[src/rtl/player_motion_ctl_pkg.sv]
`default_nettype none
// ============================================================================
// Module      : player_motion_ctl_pkg
// Description : Shared game types and default physics constants used by the
//               player draw and motion-control blocks.
// Revision    : 1.0 - initial release
// ============================================================================
package player_motion_ctl_pkg;

    typedef logic [1:0] player_state_t;

    localparam player_state_t ST_IDLE   = 2'd0;
    localparam player_state_t ST_WALK_L = 2'd1;
    localparam player_state_t ST_WALK_R = 2'd2;
    localparam player_state_t ST_AIR    = 2'd3;

    localparam int c_def_n_players = 2;
    localparam int c_def_x_max     = 800;
    localparam int c_def_y_floor   = 500;
    localparam int c_def_player_w  = 32;
    localparam int c_def_step      = 4;
    localparam int c_def_jump_v    = 16;
    localparam int c_def_gravity   = 1;
    localparam int c_def_x_start   = 100;
    localparam int c_def_x_spacing = 500;

    // Grounded state implied by the horizontal request pair.
    function automatic player_state_t walk_state(input logic left, input logic right);
        if (left && !right)
            return ST_WALK_L;
        else if (right && !left)
            return ST_WALK_R;
        else
            return ST_IDLE;
    endfunction

endpackage
`default_nettype wire

[src/rtl/player_motion_ctl_axis.sv]
`default_nettype none
// ============================================================================
// Module      : player_axis
// Description : Motion state of a single player: horizontal walking with
//               edge clamps, jump ballistics with floor and ceiling limits.
// Revision    : 1.0 - initial release
// ============================================================================
module player_axis
    import player_motion_ctl_pkg::*;
#(
    parameter int X_MAX    = c_def_x_max,
    parameter int Y_FLOOR  = c_def_y_floor,
    parameter int PLAYER_W = c_def_player_w,
    parameter int STEP     = c_def_step,
    parameter int JUMP_V   = c_def_jump_v,
    parameter int GRAVITY  = c_def_gravity,
    parameter int X_RESET  = c_def_x_start
) (
    input  logic          clk,
    input  logic          rst,
    input  logic          i_update,
    input  logic          i_left,
    input  logic          i_right,
    input  logic          i_jump,
    output logic [11:0]   o_xpos,
    output logic [11:0]   o_ypos,
    output player_state_t o_state
);

    localparam logic signed [12:0] c_step     = 13'(STEP);
    localparam logic signed [12:0] c_x_lim    = 13'(X_MAX - PLAYER_W);
    localparam logic        [11:0] c_x_lim_u  = 12'(X_MAX - PLAYER_W);
    localparam logic signed [12:0] c_y_floor  = 13'(Y_FLOOR);
    localparam logic        [11:0] c_y_floor_u = 12'(Y_FLOOR);
    localparam logic        [11:0] c_y_jump   = 12'(Y_FLOOR - JUMP_V);
    localparam logic signed [7:0]  c_vy_jump  = 8'(JUMP_V - GRAVITY);
    localparam logic signed [8:0]  c_grav     = 9'(GRAVITY);
    localparam logic        [11:0] c_x_reset  = 12'(X_RESET);

    logic        [11:0] r_x;
    logic        [11:0] r_y;
    logic signed [7:0]  r_vy;
    player_state_t      r_state;

    logic        [11:0] w_x_next;
    logic        [11:0] w_y_next;
    logic signed [7:0]  w_vy_next;
    player_state_t      w_state_next;
    logic signed [12:0] w_x_dec;
    logic signed [12:0] w_x_inc;
    logic signed [12:0] w_y_air;
    logic signed [8:0]  w_vy_air;
    logic               w_left_only;
    logic               w_right_only;
    logic               w_grounded;

    always_comb begin
        w_left_only  = i_left & ~i_right;
        w_right_only = i_right & ~i_left;
        w_grounded   = (r_state != ST_AIR);

        w_x_dec  = $signed({1'b0, r_x}) - c_step;
        w_x_inc  = $signed({1'b0, r_x}) + c_step;
        w_y_air  = $signed({1'b0, r_y}) - $signed({{5{r_vy[7]}}, r_vy});
        w_vy_air = $signed({r_vy[7], r_vy}) - c_grav;

        w_x_next     = r_x;
        w_y_next     = r_y;
        w_vy_next    = r_vy;
        w_state_next = r_state;

        if (w_left_only)
            w_x_next = (w_x_dec < 13'sd0) ? 12'd0 : w_x_dec[11:0];
        else if (w_right_only)
            w_x_next = (w_x_inc > c_x_lim) ? c_x_lim_u : w_x_inc[11:0];

        if (w_grounded) begin
            if (i_jump && (r_y == c_y_floor_u)) begin
                w_y_next     = c_y_jump;
                w_vy_next    = c_vy_jump;
                w_state_next = ST_AIR;
            end else begin
                w_state_next = walk_state(i_left, i_right);
            end
        end else begin
            // Saturate vy rather than let a long fall wrap to an upward speed.
            w_vy_next = (w_vy_air < -9'sd128) ? 8'sh80 : w_vy_air[7:0];
            if (w_y_air >= c_y_floor) begin
                w_y_next     = c_y_floor_u;
                w_vy_next    = 8'sd0;
                w_state_next = walk_state(i_left, i_right);
            end else if (w_y_air < 13'sd0) begin
                w_y_next  = 12'd0;
                w_vy_next = 8'sd0;
            end else begin
                w_y_next = w_y_air[11:0];
            end
        end
    end

    always_ff @(posedge clk) begin
        if (rst) begin
            r_x     <= c_x_reset;
            r_y     <= c_y_floor_u;
            r_vy    <= 8'sd0;
            r_state <= ST_IDLE;
        end else if (i_update) begin
            r_x     <= w_x_next;
            r_y     <= w_y_next;
            r_vy    <= w_vy_next;
            r_state <= w_state_next;
        end
    end

    assign o_xpos  = r_x;
    assign o_ypos  = r_y;
    assign o_state = r_state;

endmodule
`default_nettype wire

[src/rtl/player_motion_ctl.sv]
`default_nettype none
// ============================================================================
// Module      : player_motion_ctl
// Description : Frame-rate motion controller for N_PLAYERS independent
//               players; one update per rising edge of vsync.
// Revision    : 1.0 - initial release
// ============================================================================
module player_motion_ctl
    import player_motion_ctl_pkg::*;
#(
    parameter int N_PLAYERS = c_def_n_players,
    parameter int X_MAX     = c_def_x_max,
    parameter int Y_FLOOR   = c_def_y_floor,
    parameter int PLAYER_W  = c_def_player_w,
    parameter int STEP      = c_def_step,
    parameter int JUMP_V    = c_def_jump_v,
    parameter int GRAVITY   = c_def_gravity,
    parameter int X_START   = c_def_x_start,
    parameter int X_SPACING = c_def_x_spacing
) (
    input  logic                               clk,
    input  logic                               rst,
    input  logic                               v_tick,
    input  logic                               freeze,
    input  logic          [N_PLAYERS-1:0]       move_left,
    input  logic          [N_PLAYERS-1:0]       move_right,
    input  logic          [N_PLAYERS-1:0]       jump,
    output logic          [N_PLAYERS-1:0][11:0] xpos,
    output logic          [N_PLAYERS-1:0][11:0] ypos,
    output player_state_t [N_PLAYERS-1:0]       state
);

    logic r_v_tick_d;
    logic w_frame_tick;
    logic w_update;

    always_ff @(posedge clk) begin
        if (rst)
            r_v_tick_d <= 1'b0;
        else
            r_v_tick_d <= v_tick;
    end

    assign w_frame_tick = v_tick & ~r_v_tick_d;
    assign w_update     = w_frame_tick & ~freeze;

    generate
        for (genvar gi = 0; gi < N_PLAYERS; gi++) begin : g_player
            player_axis #(
                .X_MAX    (X_MAX),
                .Y_FLOOR  (Y_FLOOR),
                .PLAYER_W (PLAYER_W),
                .STEP     (STEP),
                .JUMP_V   (JUMP_V),
                .GRAVITY  (GRAVITY),
                .X_RESET  (X_START + gi * X_SPACING)
            ) u_axis (
                .clk      (clk),
                .rst      (rst),
                .i_update (w_update),
                .i_left   (move_left[gi]),
                .i_right  (move_right[gi]),
                .i_jump   (jump[gi]),
                .o_xpos   (xpos[gi]),
                .o_ypos   (ypos[gi]),
                .o_state  (state[gi])
            );
        end
    endgenerate

endmodule
`default_nettype wire

[config.mk]
export PLATFORM = sky130hd
export DESIGN_NAME = player_motion_ctl
export DESIGN_NICKNAME = d
export VERILOG_FILES = /design/src/rtl/player_motion_ctl_pkg.sv /design/src/rtl/player_motion_ctl_axis.sv /design/src/rtl/player_motion_ctl.sv
export SDC_FILE = /design/constraint.sdc
export NUM_CORES = 1
export LEC_CHECK = 0
export ABC_AREA = 1
export BUFFER_PORTS_ARGS = -buffer_cell sky130_fd_sc_hd__buf_2
export CORE_ASPECT_RATIO = 0.75
export CORE_MARGIN = 2
export CORE_UTILIZATION = 30
export DETAILED_ROUTE_END_ITERATION = 16
export PLACE_DENSITY = 0.5
export SYNTH_ARGS = -nofsm -noshare
export SYNTH_HDL_FRONTEND = slang
export SYNTH_SLANG_ARGS = --single-unit
export TNS_END_PERCENT = 1
[constraint.sdc]
create_clock -name clk -period 5.7 [get_ports clk]
set_input_delay 0.285 -clock clk [delete_from_list [all_inputs] [get_ports clk]]
set_output_delay 0.285 -clock clk [all_outputs]
set_load 0.005 [all_outputs]
### Word-level counts from Yosys, hierarchy flattened

Cells that the tools add are included.

* equal/unequal tests: 6
* bitwise operators: 12
* add/subtract/negate cells: 8
* reduce and logical (&&, ||, !) cells: 20
* $lt $le $gt $ge: 10
* mux-type cells: 36

Operator list (count)
* 2-to-1 mux 12 bit: 16
* 2-to-1 mux 8 bit: 10
* less-than comparator 13 x 1 -> 1 bit (second input constant): 4
* adder 12 x 3 -> 13 bit (second input constant): 2
* >= comparator 13 x 10 -> 1 bit (second input constant): 2
* greater-than comparator 13 x 11 -> 1 bit (second input constant): 2
* subtractor 12 x 3 -> 13 bit (second input constant): 2
* subtractor 13 x 8 -> 13 bit: 2
* equality test 12 x 9 -> 1 bit (second input constant): 2
* 2-to-1 mux 2 bit: 10
* less-than comparator 9 x 8 -> 1 bit (second input constant): 2
* subtractor 8 x 2 -> 9 bit (second input constant): 2
* AND reduction 2 bit: 6
* != test 2 bit (second input constant): 4
* nonzero test 2 bit: 4
* bitwise AND 1 bit: 6
* logical AND 1 bit: 6
* NOT 1 bit: 6
* zero test 1 bit: 4

* bits of input ports: 10
* logic and storage cells: 101
* register bits after elaboration: 69

### Depth between registers and ports, before layout

* word-level depth: 6
* mapped depth: 19

### Hierarchy

Synthesis repeated with hierarchy kept, for this count alone.

* cells, all modules: 902
* area total of the unflattened synthesis: 5515.3 sq um

Modules (own cells, without submodules)
* player_axis (g_player[1].u_axis): instances 1, cells an instance 450, sequential area each 640.6 sq um, area an instance 2745.1 sq um
* player_axis (g_player[0].u_axis): instances 1, cells an instance 446, sequential area each 640.6 sq um, area an instance 2728.9 sq um
* player_motion_ctl: instances 1, cells an instance 6, sequential area each 20.0 sq um, area an instance 41.3 sq um

### Least setup slack after synthesis

Ideal clock, no wire load.

* path type: register -> register
* start: reg g_player[0].u_axis.r_y[0]
* end: reg g_player[0].u_axis.r_y[2]
* setup slack: 3453 ps
* clock period less this slack: 2247 ps
* stages on the path, launching flop included: 18
* arrival time: 2122 ps
* path buffers: 1
* cell sequence: dfxtp_1 -> inv_1 -> ha_1 -> fa_1 -> inv_1 -> nand3_1 -> nand3_2 -> nand2_1 -> nand2_1 -> nand2_1 -> nand2_1 -> nand2_1 -> and2_1 -> buf_6 -> nand2_4 -> nand2_1 -> nand2_1 -> nand3_1

* longest elaborated chain between the ends: 5

Ends and longest elaborated chain
* from (decl): RTL line player_motion_ctl_axis.sv:41 `logic [11:0] r_y;`
* from (signal assigned): RTL line player_motion_ctl_axis.sv:104 `r_y <= c_y_floor_u;`
* from (signal assigned): RTL line player_motion_ctl_axis.sv:109 `r_y <= w_y_next;`
* subtractor 13 x 8 -> 13 bit: RTL line player_motion_ctl_axis.sv:64 `w_y_air = $signed({1'b0, r_y}) - $signed({{5{r_vy[7]}}, r_vy});`
* less-than comparator 13 x 1 -> 1 bit: RTL line player_motion_ctl_axis.sv:92 `end else if (w_y_air < 13'sd0) begin`
* 2-to-1 mux 12 bit: RTL line player_motion_ctl_axis.sv:92
* 2-to-1 mux 12 bit: RTL line player_motion_ctl_axis.sv:88 `if (w_y_air >= c_y_floor) begin`
* 2-to-1 mux 12 bit: RTL line player_motion_ctl_axis.sv:77 `if (w_grounded) begin`

Parallel ways exist; a longest one is shown, timed or not.
A chain may end at the register's enable or synchronous reset.

### Worst setup path after layout

* start: reg g_player[1].u_axis.r_y[0]
* end: reg g_player[1].u_axis.r_y[8]

* longest elaborated chain between the ends: 5

Ends and longest elaborated chain (RTL line)
* from (decl): player_motion_ctl_axis.sv:41
* from (signal assigned): player_motion_ctl_axis.sv:104
* from (signal assigned): player_motion_ctl_axis.sv:109
* subtractor 13 x 8 -> 13 bit: player_motion_ctl_axis.sv:64
* less-than comparator 13 x 1 -> 1 bit: player_motion_ctl_axis.sv:92
* 2-to-1 mux 12 bit: player_motion_ctl_axis.sv:92
* 2-to-1 mux 12 bit: player_motion_ctl_axis.sv:88
* 2-to-1 mux 12 bit: player_motion_ctl_axis.sv:77

Parallel ways exist; a longest one is shown, timed or not.

==> impl_metrics.yaml <==
setup_path:
  end_kind: "flip-flop"
  crit_path_frequent_cell: "nand2_1"
  crit_type: "reg2reg"
  cpMaxStageDelayCell: "fa_1"
  critPathMaxStageDelay_ns: 0.41
  crit_fanout: 12
  rrSetupSlack_ns: 2.91
  r2r-start: "g_player[1].u_axis.o_ypos[0]"
  startpoint_type: "flip-flop"
  arrival_ns: 3.01
  required_ns: 5.92
  ff2ff_path_depth: 15
  path_cells: "inv_1, ha_1, fa_1, inv_1, nand3_1, nand2_1, nand2_1, nand2_1, nand2_1, nand3_1, nand2_2, nand2_1, nand2_1, nand2_1, nand3_1"
  r2r-end: "g_player[1].u_axis.o_ypos[8]"
die:
  io_pins: 62
  dieArea_mm2: 0.0192
  die_h_um: 120
  start_util: 0.307
  dieWidth_um: 159
  core_mm2: 0.0177
  fp-row-count: 42
hold_path:
  hold_path.class: "in2reg"
  whs_path_depth: 3
  holdPathEnd: "r_v_tick_d"
  hold_path_startpoint: "v_tick"
layout:
  final_util: 0.351
  fill_cells: 1987
  drive_gt1_frac: 0.0966
  fin_nets: 984
  fin_area_mm2: 0.00620
  area_growth_pct: 14.3
  num_antenna_cells: 0
timing:
  finalClockSkew_ns: 0.00820
  fin_hold_ws_ns: 0.228
  worstMarginPinSlew_ns: 0.908
  rsz0062_at_grt: "false"
  timing.final.crit_period_ns: 2.79
  slew-limit-headroom: 0.395
  finalHoldViolCount: 0
  drv_slew: 0
  setup_slack_ns: 2.91
  tns_ns: 0
  post-route-period-util: 0.490
  setup_viol: 0
  max_freq_mhz: 358
drt:
  vias: 5631
  routedWlPerCell_um: 13.6
  drtPass1Iterations: 5
  vias_per_cell: 4.76
  antenna_left: 0
  drt_iter0_drc: 366
  post-route-drc-count: 0
  drt_wl_total_um: 16000
synthesis:
  netlist_top_cells_count: "240 x nand2_1, 127 x inv_1, 97 x nand3_1"
  yosysTopAreaCell: "dfxtp_1"
  ys_warn_count: 0
  syn_area_mm2: 0.00542
  synth_ff_type: "dfxtp_1"
  yosysMostFrequentCell: "nand2_1"
  synth_top_cell_area_share: 0.240
  synth_edf_count: 0
  synth.area.top_cells: "dfxtp_1 24%, nand2_1 17%, nand3_1 9.0%, inv_1 8.8%, ha_1 7.8%"
  ys_async_sr_fraction: 0
  syn_area_per_cell_um2: 6.09
  syn_inst: 890
  ys_ff_latch: 65
  yosysSeqAreaShare: 0.240
  synth_cell_type_count: 45
cts:
  htree_num_levels: 3
  clk_latency_ns: 0.34
  clockBufferDepth: 2
  cts_sinks: 65
  postCtsSetupBuffers: 0
  cts_buffers: 9
  holdBufCountCts: 0
  ctsResizeCount: 0
  root_buffer: "clkbuf_16"
  cts_tree: "built"
  clk_pin_slew_worst_paths_ns: 0.06
placement:
  placed_cell_area_mm2: 0.00590
  place_worst_setup_slack_ns: 2.88
  port_buffers: 57
  gp_congestion: 0.855
  dpl.hpwl_um: 12300
global_routing:
  antenna_found_initial: 0
  track_usage: 0.170
  grt_pass1_vias: 5080
  grt_pass1_wl_um: 26300
  grt_start_max_net_pins: 42
  overflow: 0
run:
  maxCapViolCount: 0
power:
  power-per-cell-area_mw_per_mm2: 225
  vdd_drop_max_mv: 0.108
  p_leak_nw: 2.98
outcome:
  status: "finished, final reports clean"
[critical path: cells and delay by family, from the launching register on]
kind	cells	cell delay, ns
buffers and inverters	2	0.17
AND/OR/NAND/NOR	11	1.46
adder cells (fa/ha/maj)	2	0.65
flip-flops	1	0.40
[cell type report]
class / instances / area [um^2] / area share
multi-input cells: 674 / 3510 / 0.567
flip-flops and latches: 65 / 1300 / 0.210
inverters: 131 / 492 / 0.0793
well taps: 242 / 303 / 0.0489
clock buffers: 14 / 294 / 0.0474
repair buffers: 57 / 285 / 0.0460
clock inverters: 1 / 7.51 / 0.00121
[registers in the layout, summed over array words and instances, names as in the netlist]
register and flops:
g_player.u_axis.o_xpos 20, g_player.u_axis.o_ypos 24, r_v_tick_d 1, g_player.u_axis.r_vy 16, g_player.u_axis.o_state 4
[cell families (layout without fill, tap and decap cells)]
family | Yosys count | count (layout) | share of synthesized area
AO/OA/AOI/OAI | 126 | 126 | 0.131
other | 1 | 4 | 0.000692
flip-flops | 65 | 65 | 0.240
buffers and inverters | 154 | 203 | 0.114
XOR/XNOR | 28 | 28 | 0.0452
adder cells (fa/ha/maj) | 36 | 36 | 0.0858
AND/OR/NAND/NOR | 480 | 480 | 0.383
[per-stage QoR]
step | instances | power, mW
5_1_grt | 1184 | 1.48
4_1_cts | 1184 | 1.41
3_5_place_dp | 1169 | 0.841
2_1_floorplan | 893 | 0.765
6_report | 1184 | 1.39
3_3_place_gp | 1169 | 0.843
[per-layer routing]
layer / up-vias / global-route usage / part of all wire
met5: - / 0 / 0
met4: 0 / 0.0318 / 0.0065
met3: 9 / 0.0333 / 0.046
met2: 116 / 0.255 / 0.42
met1: 2535 / 0.253 / 0.53
li1: 2971 / - / -
[worst max-delay path by stage]
| stage | start | slack, ns | to | cells past startpoint |
|---|---|---|---|---|
| 6_report | g_player[1].u_axis.o_ypos[0] | 2.91 | g_player[1].u_axis.o_ypos[8] | 15 |
| 5_1_grt | g_player[1].u_axis.r_vy[7] | 2.56 | g_player[1].u_axis.o_ypos[5] | 13 |
| 4_1_cts | g_player[1].u_axis.o_ypos[0] | 2.87 | g_player[1].u_axis.o_ypos[8] | 15 |
| 3_5_place_dp | g_player[1].u_axis.o_ypos[0] | 2.88 | g_player[1].u_axis.o_ypos[8] | 15 |
| 3_3_place_gp | g_player[1].u_axis.o_ypos[0] | 2.90 | g_player[1].u_axis.o_ypos[8] | 15 |
| 2_1_floorplan | g_player[0].u_axis.o_ypos[0] | 3.45 | g_player[0].u_axis.o_ypos[2] | 17 |
[report_power, final]
group | total (mW) | switching [mW] | internal (mW)
combinational | 0.334 | 0.219 | 0.115
sequential | 0.499 | 0.0268 | 0.472
clock | 0.561 | 0.209 | 0.352
total | 1.39 | 0.455 | 0.939
[cell usage in the layout, fill, tap and decap left out, drive strengths merged, types with 27 or more instances in the layout]
master,synthesis,layout
nor2,89,89
inv,130,130
nand2,243,243
nand3,98,98
ha,34,34
xor2,27,27
o21ai,31,31
dfxtp,65,65
buf,13,57
a21oi,73,73
No activity file was read; power rests on OpenSTA's default activity.
